===== src/rtl/serial_subtractor.sv =====
// Bit-serial 8-bit subtractor: d = a - b - bin, one bit per clock, LSB first.
// Reports borrow-out, signed overflow and zero together with a one-cycle done pulse.
module serial_subtractor (
    input  logic       clk,
    input  logic       rst_n,
    input  logic       start,
    input  logic [7:0] a,
    input  logic [7:0] b,
    input  logic       bin,
    output logic       busy,
    output logic       done,
    output logic [7:0] d,
    output logic       bout,
    output logic       ovf,
    output logic       zero
);

    typedef enum logic [1:0] {IDLE, SHIFT, DONE} state_t;

    state_t     state, state_nxt;
    logic [7:0] a_q, b_q;
    logic       br;
    logic [2:0] idx;
    logic [6:0] d_sh;

    logic       a_i, b_i, d_bit, br_nxt, last_bit;
    logic [7:0] d_full;

    // Current bit slice of the subtraction; d_sh holds bits already produced.
    always_comb begin
        a_i      = a_q[idx];
        b_i      = b_q[idx];
        d_bit    = a_i ^ b_i ^ br;
        br_nxt   = (~a_i & b_i) | (~(a_i ^ b_i) & br);
        last_bit = (idx == 3'd7);
        d_full   = {d_bit, d_sh};
    end

    always_ff @(posedge clk or negedge rst_n) begin
        if (!rst_n) state <= IDLE;
        else        state <= state_nxt;
    end

    // NOTE: every signal assigned in always_comb gets a default first, so no path can infer a latch.
    always_comb begin
        state_nxt = state;
        case (state)
            IDLE:    if (start) state_nxt = SHIFT;
            SHIFT:   if (last_bit) state_nxt = DONE;
            DONE:    state_nxt = IDLE;
            default: state_nxt = IDLE;
        endcase
    end

    assign busy = (state != IDLE);
    assign done = (state == DONE);

    // NOTE: sequential state uses non-blocking assignments so all registers update from pre-edge values.
    always_ff @(posedge clk or negedge rst_n) begin
        if (!rst_n) begin
            a_q  <= '0;
            b_q  <= '0;
            br   <= 1'b0;
            idx  <= '0;
            d_sh <= '0;
            d    <= '0;
            bout <= 1'b0;
            ovf  <= 1'b0;
            zero <= 1'b0;
        end else begin
            case (state)
                IDLE: begin
                    if (start) begin
                        a_q  <= a;
                        b_q  <= b;
                        br   <= bin;
                        idx  <= '0;
                        d_sh <= '0;
                    end
                end
                SHIFT: begin
                    d_sh <= {d_bit, d_sh[6:1]};
                    br   <= br_nxt;
                    idx  <= idx + 3'd1;
                    // Visible results change only here, all four together.
                    if (last_bit) begin
                        d    <= d_full;
                        bout <= br_nxt;
                        ovf  <= (a_q[7] != b_q[7]) & (d_bit != a_q[7]);
                        zero <= (d_full == 8'h00);
                    end
                end
                default: ;
            endcase
        end
    end

endmodule


===== config.mk =====
export PLATFORM = sky130hd
export DESIGN_NAME = serial_subtractor
export DESIGN_NICKNAME = d
export VERILOG_FILES = /design/src/rtl/serial_subtractor.sv
export SDC_FILE = /design/constraint.sdc
export NUM_CORES = 1
export LEC_CHECK = 0
export ABC_AREA = 0
export CAP_MARGIN = 15
export CORE_MARGIN = 2
export CORE_UTILIZATION = 37
export CTS_BUF_LIST = sky130_fd_sc_hd__clkbuf_8
export CTS_CLUSTER_SIZE = 20
export DETAILED_ROUTE_END_ITERATION = 8
export GPL_TIMING_DRIVEN = 0
export PLACE_DENSITY = 0.64
export RECOVER_POWER = 25
export SYNTH_ARGS = -nofsm -noshare
export SYNTH_HDL_FRONTEND = slang
export SYNTH_SLANG_ARGS = --single-unit

===== constraint.sdc =====
create_clock -name clk -period 3.55 [get_ports clk]
set_clock_uncertainty 0.2 [all_clocks]
set_input_delay 0.355 -clock clk [delete_from_list [all_inputs] [get_ports clk]]
set_output_delay 0.355 -clock clk [all_outputs]
set_load 0.02 [all_outputs]

==> results of run 1 <==
[sequential cells by signal, indices dropped and copies added, names as in the netlist]
| name | flops |
|---|---|
| ovf | 1 |
| d_sh | 7 |
| idx | 3 |
| br | 1 |
| state | 2 |
| a_q | 8 |
| zero | 1 |
| d | 8 |
| bout | 1 |
| b_q | 8 |
[final timing paths]
| path | start | end | slack, ps | cells past startpoint |
|---|---|---|---|---|
| hold reg to reg | a_q[6]$_DFFE_PN0P_ | a_q[6]$_DFFE_PN0P_ | 290 | 1 |
| setup reg to reg | idx[0]$_DFFE_PN0P_ | zero$_DFFE_PN0P_ | 940 | 8 |
| max in group asynchronous | rst_n | a_q[1]$_DFFE_PN0P_ | 1470 | 1 |
| min in group asynchronous | rst_n | d[2]$_DFFE_PN0P_ | 470 | 1 |
| setup / recovery | idx[0]$_DFFE_PN0P_ | zero$_DFFE_PN0P_ | 940 | 8 |
| hold / removal | a_q[6]$_DFFE_PN0P_ | a_q[6]$_DFFE_PN0P_ | 290 | 1 |
[metal layers]
layer,vias up,share of wire [%],wire (µm),GRT usage [%]
met2,29,49,1520,22.32
li1,539,-,-,-
met5,-,0,0,0
met4,0,1.5,45,4.938
met1,559,44,1368,16.97
met3,5,4.6,141,4.558
[kinds of logic (layout without fill, tap and decap cells)]
kind of cell	after synthesis	in the layout	synth area share [%]
simple gates	33	33	8.696
fa+ha+maj	4	4	3.706
flops	40	40	57.02
buf+inv	11	51	3.492
mux	31	31	22.31
compound gates	15	15	4.775
[placed cells by master (no fill, tap or decap), types with 5 or more instances in the layout]
master / synthesis / routed
dfrtp_1: 40 / 40
clkdlybuf4s50_1: 0 / 31
nand2_1: 21 / 21
mux2_2: 13 / 13
mux2_1: 12 / 12
inv_1: 4 / 6
o21ai_1: 6 / 6
clkbuf_8: 0 / 6
o21ai_0: 5 / 5
[cell type report]
type	count	area, µm²	share of cell area [%]
buffer	7	46.29	2.079
inverter	4	15.01	0.6742
tap	54	67.56	3.034
clock inverter	2	7.507	0.3371
multi-input combinational	83	693.2	31.12
timing repair buffer	32	314.1	14.10
sequential	40	1001	44.94
clock buffer	6	82.58	3.708
[through the flow]
| step | setup slack, ps | hold slack [ps] | instance area (µm²) | utilization [%] | std cells |
|---|---|---|---|---|---|
| 6_report | 940.7 | 285.8 | 2227 | 47.79 | 228 |
| 3_3_place_gp | 972.1 | 264.3 | 2143 | 45.99 | 220 |
| 3_5_place_dp | 919.0 | 273.3 | 2138 | 45.88 | 220 |
| 2_1_floorplan | 1150 | -140.6 | 1755 | - | 134 |
| 4_1_cts | 894.2 | 9.801 | 2228 | 47.81 | 228 |
| 5_1_grt | 828.7 | 313.4 | 2227 | 47.79 | 228 |
[power groups by stage]
stage	logic (mW)	registers, mW	clock network, mW
2_1_floorplan	0.628	0.865	0
3_3_place_gp	0.956	0.830	0
3_5_place_dp	0.987	0.844	0
4_1_cts	0.990	0.835	0.308
5_1_grt	1.08	0.865	0.329
6_report	0.967	0.829	0.297
[worst max-delay path, delay by kind of cell (launching register included)]
kind,cells,cell delay (ps)
mux,2,770
fa+ha+maj,1,490
flops,1,370
simple gates,2,320
buf+inv,2,240
compound gates,1,140
==> PnR_summary.wiki, run 1 <==
{| class="wikitable"
! Metric !! Value
|-
| Data required, critical path || between 3000 and 4000 ps
|-
| Number of buffers created by CTS || 5
|-
| Max IR drop VDD || 0.3109 mV
|-
| Vertical die dimension || 72.88 µm
|-
| Final RePlAce weighted congestion || between 0.7 and 0.8
|-
| Clock net sink count || 40
|-
| TritonCTS clock tree || done
|-
| Arrival time of the worst setup path || around 2600 ps
|-
| Yosys warnings || 0
|-
| Cell count after synthesis || 134
|-
| # Post-CTS Setup Buffers || 0
|-
| Wire length of the first global-routing pass || 5430 µm
|-
| Total GRT Usage || 13.68%
|-
| Worst Path Max Fanout || 5
|-
| Setup repair after global routing missed its margin || false
|-
| Share of layout cells above drive strength 1 || 17.24%
|-
| CTS Buffer Depth || 2
|-
| Summed instance area of the synthesized netlist || 1755 µm²
|-
| Count of routing violations after the opening detailed-route iteration || 54
|-
| Final ANT Viol Nets || 0
|-
| Critical-path top delay cell || mux4_2
|-
| Share of total power in sequential cells || between 30% and 40%
|-
| Maximum number of pins on one net before global-route repair || just over 40
|-
| Per-cell routed wire length || around 13 µm
|-
| Area of the core region || around 4700 µm²
|-
| Final hold violations || 0
|-
| Max Slew Vio Count || 41
|-
| Vias post-DR || 1132
|-
| Setup violators final || 0
|-
| Synth top cells by count || 40 x dfrtp_1, 21 x nand2_1, 13 x mux2_2
|-
| Total power || 2.093 mW
|-
| Critical Path, Cell by Cell || buf_6 > mux4_2 > mux2i_1 > inv_1 > fa_1 > nor4_1 > nand2_1 > o21ai_0
|-
| Initial Util || 37.66%
|-
| Diodes inserted || 0
|-
| Fill count || 415
|-
| Most used flip-flop cell after synthesis || dfrtp_1
|-
| Aggregate global routing overflow || 0
|-
| Number of buffers inserted by hold repair at cts || 0
|-
| CTS H-tree lvls || 2
|-
| Number of enable flip-flop cells after synthesis || 0
|-
| PortBufs || 32
|-
| Part of the power in the clock network || 14.2%
|-
| Slew at the pin with the worst max-slew slack || 2111 ps
|-
| Slew Limit Headroom || -40.71%
|-
| Initial antenna violation count || 0
|-
| Endpoint type of the worst setup path || flip-flop
|-
| Number of distinct library cells after synthesis || 25
|-
| Root buffer selected by CTS || clkbuf_8
|-
| Clock-pin slew of the registers on the worst-case setup and hold paths || about 70 ps
|-
| Setup TNS after final layout || 0 ps
|-
| Longest individual stage delay on the worst path || 510 ps
|-
| Sum of net half-perimeters after detailed placement || 2320 µm
|-
| Switching share of total power || 35.36%
|-
| Number of global-route vias before repair || 1156
|-
| Synth top area share || 57.02%
|-
| Die Footprint || 5311 µm²
|-
| Most instantiated library cell after synthesis || dfrtp_1
|-
| Later-pin clock latency in the skew report || 290 ps
|-
| Violated checks || max-capacitance violations, max-slew violations
|-
| Fmax || 383.2 MHz
|-
| Net Sw Power || 0.7400 mW
|-
| Ports || 33
|-
| Final worst path period need || 2609 ps
|-
| Via-to-Cell Ratio || 4.965
|-
| Cell area power density || 939.8 nW/µm²
|-
| Nets@finish || approximately 200
|-
| Post-route DRC violation count || 0
|-
| Combinational share of power || between 40% and 50%
|-
| Category of the worst setup path launch point || flip-flop
|-
| Path category of the worst min-delay check || flip-flop to flip-flop
|-
| Register bit total from synthesis || 40
|-
| Cell type with the highest aggregate area in the netlist || dfrtp_1
|-
| MaxCap Viol Count || 1
|-
| Cell Rows || 25
|-
| Per-instance average area after synthesis || 13.10 µm²
|-
| Synthesis-to-finish area growth || 26.87%
|-
| Register area share after synthesis || 57.02%
|-
| Number of iterations in the first detailed-routing pass || 4
|-
| Static leakage power || 0.9673 nW
|-
| Final period util || between 70% and 80%
|-
| Fraction of registers with async set or reset after synthesis || 100.0%
|-
| Width of the chip || 72.88 µm
|-
| Status || finished, violations left
|-
| CP Class || flip-flop to flip-flop
|-
| Nets in the synthesized netlist || roughly 160
|-
| Routed WL || 3076 µm
|-
| Leading cell types by total area after synthesis || dfrtp_1 57%, mux2_2 8.3%, mux2_1 7.7%
|-
| Cts repair resizes || 0
|-
| Internal power || 1.353 mW
|}
No activity file was read; power rests on OpenSTA's default activity.
==> inputs of run 2 (changes only) <==
PLACE_DENSITY = 0.66   (was 0.64)
clock period = 2.3 ns   (was 3.55 ns; I/O delays follow)
==> PnR_summary.wiki, run 2 (synthesized netlist as in run 1, its figures left out) <==
{| class="wikitable"
! Metric !! Value
|-
| Initial antenna violation count || 0 (unchanged)
|-
| Fin Hold WS || 281.1 ps (-4.679 ps)
|-
| Final RePlAce weighted congestion || 0.7701 (-1.3%)
|-
| Max Slew Vio Count || 0 (-100%)
|-
| Final hold violations || 0 (unchanged)
|-
| Number of buffers created by CTS || 5 (unchanged)
|-
| PortBufs || 32 (unchanged)
|-
| Internal power || 2.262 mW (+67%)
|-
| Met2 track demand over resource in global routing || 23.43% (+1.1 points)
|-
| Later-pin clock latency in the skew report || 290 ps (about the same)
|-
| Max IR drop VDD || 0.6303 mV (+100%)
|-
| Endpoint, Worst Hold || a_q[4]$_DFFE_PN0P_
|-
| Per-cell routed wire length || 13.63 µm (+1.0%)
|-
| Most frequent cells in the layout || 40 x dfrtp_1, 31 x clkdlybuf4s50_1, 21 x nand2_1
|-
| Endpoint of the lowest-slack register-to-register path || ovf$_DFFE_PN0P_
|-
| Initial Util || 37.66% (unchanged)
|-
| Final ANT Viol Nets || 0 (unchanged)
|-
| Slew Limit Headroom || 35.47% (+76 points)
|-
| Total GRT Usage || 13.76% (+0.081 points)
|-
| CTS H-tree lvls || 2 (unchanged)
|-
| TritonCTS clock tree || done
|-
| Leading cell type in the layout, fill and taps excluded || dfrtp_1
|-
| Final worst path period need || 2475 ps (-134.7 ps)
|-
| Routed WL || 3176 µm (+3.3%)
|-
| Root buffer selected by CTS || clkbuf_8
|-
| Net Sw Power || 1.239 mW (+67%)
|-
| Aggregate global routing overflow || 0 (unchanged)
|-
| Critical-path top delay cell || mux4_2
|-
| Setup repair after global routing missed its margin || true
|-
| Combinational share of power || 49.9% (+3.7 points)
|-
| Sum of net half-perimeters after detailed placement || 2357 µm (+1.6%)
|-
| Cell Rows || 25 (unchanged)
|-
| CP Class || flip-flop to flip-flop
|-
| Path category of the worst min-delay check || flip-flop to flip-flop
|-
| Die Footprint || 5311 µm² (unchanged)
|-
| Endpoint type of the worst setup path || flip-flop
|-
| Worst Path Max Fanout || 5 (unchanged)
|-
| Total buffers and inverters traversed by the critical path || 2 (unchanged)
|-
| Cell area power density || 1527 nW/µm² (+62%)
|-
| Inst Count DP || 220 (unchanged)
|-
| Start of the worst register-to-register path || idx[0]$_DFFE_PN0P_
|-
| CP delay by family, top || multiplexers
|-
| Min-Delay Path Depth || 1 (unchanged)
|-
| Share of layout cells above drive strength 1 || 22.35% (+5.1 points)
|-
| Wire length of the first global-routing pass || 5568 µm (+2.5%)
|-
| Met3 track utilization from global routing || 3.591% (-0.97 points)
|-
| Static leakage power || 0.9967 nW (+3.0%)
|-
| Count of routing violations after the opening detailed-route iteration || 89 (+65%)
|-
| Clock-pin slew of the registers on the worst-case setup and hold paths || 70 ps (about the same)
|-
| Data required, critical path || 2270 ps (-1290 ps)
|-
| Longest individual stage delay on the worst path || 510 ps (about the same)
|-
| Fmax || 404.1 MHz (+5.4%)
|-
| Area of the core region || 4661 µm² (unchanged)
|-
| Number of iterations in the first detailed-routing pass || 4 (unchanged)
|-
| Highest-utilization routing layer at the global route stage || met2
|-
| CTS Buffer Depth || 2 (unchanged)
|-
| Ports || 33 (unchanged)
|-
| Vertical die dimension || 72.88 µm (unchanged)
|-
| Setup violators final || 4 (+4)
|-
| Clock net sink count || 40 (unchanged)
|-
| Via-to-Cell Ratio || 5.026 (+1.2%)
|-
| Path depth of the worst reg2reg path || 8 (unchanged)
|-
| Category of the worst setup path launch point || flip-flop
|-
| Share of total power in sequential cells || 36.8% (-2.8 points)
|-
| Setup TNS after final layout || -506.4 ps (-506.4 ps)
|-
| Synthesis-to-finish area growth || 30.65%
|-
| Status || finished, violations left
|-
| Violated checks || negative setup slack
|-
| Vias post-DR || 1171 (+3.4%)
|-
| Nets@finish || 202 (+2.5%)
|-
| Setup slack, reg-to-reg || -170 ps (-1120 ps)
|-
| Biggest regs || a_q x8, b_q x8, d x8
|-
| Post-route DRC violation count || 0 (unchanged)
|-
| Number of standard cells in the final layout excluding fillers || 233 (+2.2%)
|-
| Number of global-route vias before repair || 1243 (+7.5%)
|-
| Hold wc startpoint || a_q[4]$_DFFE_PN0P_
|-
| Setup ws final || -174.6 ps (-1115 ps)
|-
| Width of the chip || 72.88 µm (unchanged)
|-
| Critical Path, Cell by Cell || buf_6 > mux4_2 > mux2i_2 > inv_1 > fa_1 > nor2b_1 > a21oi_1 > o21ai_1
|-
| MaxCap Viol Count || 0 (-1)
|-
| Final period util || 107.6% (+34 points)
|-
| Slew at the pin with the worst max-slew slack || 967.9 ps (-1143 ps)
|-
| Arrival time of the worst setup path || 2450 ps (-170 ps)
|-
| Diodes inserted || 0 (unchanged)
|-
| Maximum number of pins on one net before global-route repair || 41 (unchanged)
|-
| Global routing met1 resource utilization || 16.56% (-0.41 points)
|-
| Part of the power in the clock network || 13.3% (-0.9 points)
|-
| Switching share of total power || 35.39% (about the same)
|}
run 2: worst register-to-register path, delay by kind of cell, from the launching register on:
family / cells / cell delay (ps)
and+or+nand+nor: 1 / 150
DFF: 1 / 360
adders and majority gates: 1 / 510
muxes: 2 / 710
AOI/OAI and AO/OA: 2 / 200
buffers and inverters: 2 / 230
run 2: power groups by stage:
stage / registers (mW) / logic [mW] / clock network, mW
final: 1.29 / 1.75 / 0.465
after global routing: 1.34 / 1.92 / 0.506
after CTS: 1.29 / 1.74 / 0.481
after detailed placement: 1.31 / 1.54 / 0
after global placement: 1.28 / 1.49 / 0
after floorplan: 1.34 / 0.988 / 0
run 2: worst max path at each step:
stage	slack, ps	from	to	depth (start not counted)
after CTS	-190	idx[0]$_DFFE_PN0P_	ovf$_DFFE_PN0P_	8
after detailed placement	-230	idx[0]$_DFFE_PN0P_	ovf$_DFFE_PN0P_	8
final	-170	idx[0]$_DFFE_PN0P_	ovf$_DFFE_PN0P_	8
after floorplan	-30	idx[0]$_DFFE_PN0P_	zero$_DFFE_PN0P_	8
after global routing	-270	idx[0]$_DFFE_PN0P_	ovf$_DFFE_PN0P_	8
after global placement	-200	idx[0]$_DFFE_PN0P_	ovf$_DFFE_PN0P_	8
run 2: cell type report:
| class | instances | area [µm²] |
|---|---|---|
| Tap cell | 54 | 67.56 |
| Clock buffer | 6 | 82.58 |
| Clock inverter | 2 | 7.507 |
| Fill cell | 402 | 2367 |
| Buffer | 7 | 46.29 |
| Timing Repair Buffer | 37 | 355.3 |
| Multi-Input combinational cell | 83 | 718.2 |
| Inverter | 4 | 15.01 |
| Sequential cell | 40 | 1001 |
run 2: timing repair:
| action | in CTS | in global routing |
|---|---|---|
| buffers inserted | 4 | 0 |
| hold buffers | 1 | 0 |
| gates resized for setup | 3 | 2 |
| hold endpoints to repair | 40 | 0 |
| endpoints found under the setup margin | 4 | 5 |
| pin swaps | 3 | 1 |
run 2: metal layers:
| metal | routed length [µm] | vias to the layer above |
|---|---|---|
| met5 | 0 | - |
| met4 | 65 | 0 |
| met3 | 147 | 7 |
| met2 | 1534 | 34 |
| met1 | 1428 | 577 |
| li1 | - | 553 |
run 2: through the flow:
step	worst slack (ps)	util [%]	instance area, µm²	power (mW)
CTS	-189.7	48.97	2282	3.510
finish	-174.6	49.21	2293	3.501
global route	-268.3	49.21	2293	3.769
floorplan	-27.18	-	1759	2.325
detailed placement	-234.0	45.96	2142	2.847
global placement	-202.9	46.07	2147	2.768
==> inputs of run 3 (changes only) <==
==> constraint.sdc (replaced) <==
create_clock -name clk -period 2.3 [get_ports clk]
set_clock_uncertainty 0.2 [all_clocks]
set_input_delay 0.46 -clock clk [delete_from_list [all_inputs] [get_ports clk]]
set_output_delay 0.46 -clock clk [all_outputs]
set_load 0.02 [all_outputs]
==> PnR_summary.wiki, run 3 (synthesized netlist as in run 1, its figures left out) <==
{| class="wikitable"
! Metric !! Value
|-
| Number of buffers created by CTS || 5 (unchanged)
|-
| Clock net sink count || 40 (unchanged)
|-
| CTS Buffer Depth || 2 (unchanged)
|-
| Fill count || 403 (+0.25%)
|-
| Most frequent cells in the layout || 40 x dfrtp_1, 31 x clkdlybuf4s50_1, 21 x nand2_1
|-
| Final RePlAce weighted congestion || 0.7701 (unchanged)
|-
| CP delay by family, top || multiplexers
|-
| Setup violators final || 4 (unchanged)
|-
| Max Slew Vio Count || 0 (unchanged)
|-
| Final hold violations || 0 (unchanged)
|-
| Leading cell type in the layout, fill and taps excluded || dfrtp_1
|-
| Data required, critical path || 2270 ps (about the same)
|-
| CP Class || flip-flop to flip-flop
|-
| Biggest regs || a_q x8, b_q x8, d x8
|-
| Wire length of the first global-routing pass || 5568 µm (unchanged)
|-
| Final ANT Viol Nets || 0 (unchanged)
|-
| Share of layout cells above drive strength 1 || 22.47% (+0.13 points)
|-
| Critical Path, Cell by Cell || buf_6 > mux4_2 > mux2i_2 > inv_1 > fa_1 > nor2b_1 > a21oi_1 > o21ai_1
|-
| Arrival time of the worst setup path || 2450 ps (about the same)
|-
| Pre-CTS setup slack || -234.0 ps (unchanged)
|-
| Category of the worst setup path launch point || flip-flop
|-
| Per-cell routed wire length || 13.72 µm (+0.62%)
|-
| Later-pin clock latency in the skew report || 290 ps (about the same)
|-
| Die Footprint || 5311 µm² (unchanged)
|-
| Aggregate global routing overflow || 0 (unchanged)
|-
| Total buffers and inverters traversed by the critical path || 2 (unchanged)
|-
| Static leakage power || 0.9925 nW (-0.42%)
|-
| Final worst path period need || 2475 ps (+0.3070 ps)
|-
| Sum of net half-perimeters after detailed placement || 2357 µm (unchanged)
|-
| Initial Util || 37.66% (unchanged)
|-
| Diodes inserted || 0 (unchanged)
|-
| Longest individual stage delay on the worst path || 510 ps (about the same)
|-
| Nets@finish || 201 (-0.50%)
|-
| Endpoint type of the worst setup path || flip-flop
|-
| Inst Count DP || 220 (unchanged)
|-
| Number of global-route vias before repair || 1243 (unchanged)
|-
| Initial antenna violation count || 0 (unchanged)
|-
| Number of standard cells in the final layout excluding fillers || 232 (-0.43%)
|-
| Routed WL || 3182 µm (+0.19%)
|-
| Area of the core region || 4661 µm² (unchanged)
|-
| Maximum number of pins on one net before global-route repair || 41 (unchanged)
|-
| Setup repair after global routing missed its margin || true
|-
| Path category of the worst min-delay check || input pin to async pin
|-
| MaxCap Viol Count || 0 (unchanged)
|-
| Vias post-DR || 1170 (-0.085%)
|-
| Violated checks || negative setup slack
|-
| TritonCTS clock tree || done
|-
| Status || finished, violations left
|-
| Final core utilization || 48.99% (-0.21 points)
|-
| PortBufs || 32 (unchanged)
|-
| Synthesis-to-finish area growth || 30.08%
|-
| Cell Rows || 25 (unchanged)
|-
| Number of iterations in the first detailed-routing pass || 4 (unchanged)
|-
| Max IR drop VDD || 0.6301 mV (about the same)
|-
| Via-to-Cell Ratio || 5.043 (+0.35%)
|-
| Slew Limit Headroom || 35.26% (-0.22 points)
|-
| Setup ws final || -175.0 ps (-0.3070 ps)
|-
| Post-route DRC violation count || 0 (unchanged)
|-
| Count of routing violations after the opening detailed-route iteration || 91 (+2.2%)
|-
| Vertical die dimension || 72.88 µm (unchanged)
|-
| Ports || 33 (unchanged)
|-
| Fmax || 404.0 MHz (about the same)
|-
| Cell area power density || 1533 nW/µm² (+0.40%)
|-
| Worst Path Max Fanout || 5 (unchanged)
|-
| Total GRT Usage || 13.76% (unchanged)
|-
| CTS H-tree lvls || 2 (unchanged)
|-
| Slew at the pin with the worst max-slew slack || 971.2 ps (+3.231 ps)
|-
| Critical-path top delay cell || mux4_2
|-
| Width of the chip || 72.88 µm (unchanged)
|-
| Root buffer selected by CTS || clkbuf_8
|-
| Clock-pin slew of the registers on the worst-case setup and hold paths || 70 ps (about the same)
|-
| Final period util || 107.6% (about the same)
|}
-- run 3: metal layers --
layer,vias to the layer above,part of all wire (%),global-route usage [%],wire (µm)
li1,551,-,-,-
met1,578,45,16.56,1427
met2,34,48,23.43,1539
met3,7,4.7,3.591,149
met4,0,2.0,5.556,65
met5,-,0,0,0
-- run 3: worst paths after layout --
path	startpoint	to	slack, ps	depth (start not counted)
max	idx[0]$_DFFE_PN0P_	ovf$_DFFE_PN0P_	-170	8
min	rst_n	d[4]$_DFFE_PN0P_	110	1
max reg2reg	idx[0]$_DFFE_PN0P_	ovf$_DFFE_PN0P_	-170	8
min reg2reg	a_q[4]$_DFFE_PN0P_	a_q[4]$_DFFE_PN0P_	280	1
max in group asynchronous	rst_n	a_q[6]$_DFFE_PN0P_	1190	1
min in group clk	a_q[4]$_DFFE_PN0P_	a_q[4]$_DFFE_PN0P_	280	1
-- run 3: worst register-to-register path: stages, from the launching register on --
cell,delay [ps]
dfrtp_1,360
buf_6,140
mux4_2,520
mux2i_2,190
inv_1,90
fa_1,510
nor2b_1,150
a21oi_1,130
o21ai_1,70
-- run 3: layout make-up --
class / count / area [µm²] / area share, %
Clock buffer: 6 / 82.58 / 3.616
Sequential cell: 40 / 1001 / 43.84
Inverter: 4 / 15.01 / 0.6575
Multi-Input combinational cell: 83 / 718.2 / 31.45
Tap cell: 54 / 67.56 / 2.959
Buffer: 7 / 46.29 / 2.027
Timing Repair Buffer: 36 / 345.3 / 15.12
Clock inverter: 2 / 7.507 / 0.3288
-- run 3: through the flow --
stage	total power [mW]	hold WS [ps]	setup TNS (ps)	area (µm²)
floorplan	2.325	-35.59	-59.93	1759
global placement	2.768	265.1	-13080	2147
detailed placement	2.847	272.1	-630.7	2142
CTS	3.508	114.1	-550.2	2272
global route	3.767	216.8	-822.2	2283
finish	3.500	112.3	-507.6	2283
-- run 3: timing repair --
item / 4_1_cts / 5_1_grt
hold buffers: 0 / 0
buffers inserted: 4 / 0
gates cloned: 0 / 0
gates resized for setup: 3 / 2
pin swaps: 3 / 1
endpoints found under the setup margin: 4 / 5
endpoints found under the hold margin: 0 / 0
-- run 3: report_power, final --
part           internal (mW)  leakage (nW)  switching, mW
Sequential              1.04         0.488          0.245
Clock                  0.236        0.0538          0.229
Combinational          0.981         0.451          0.765
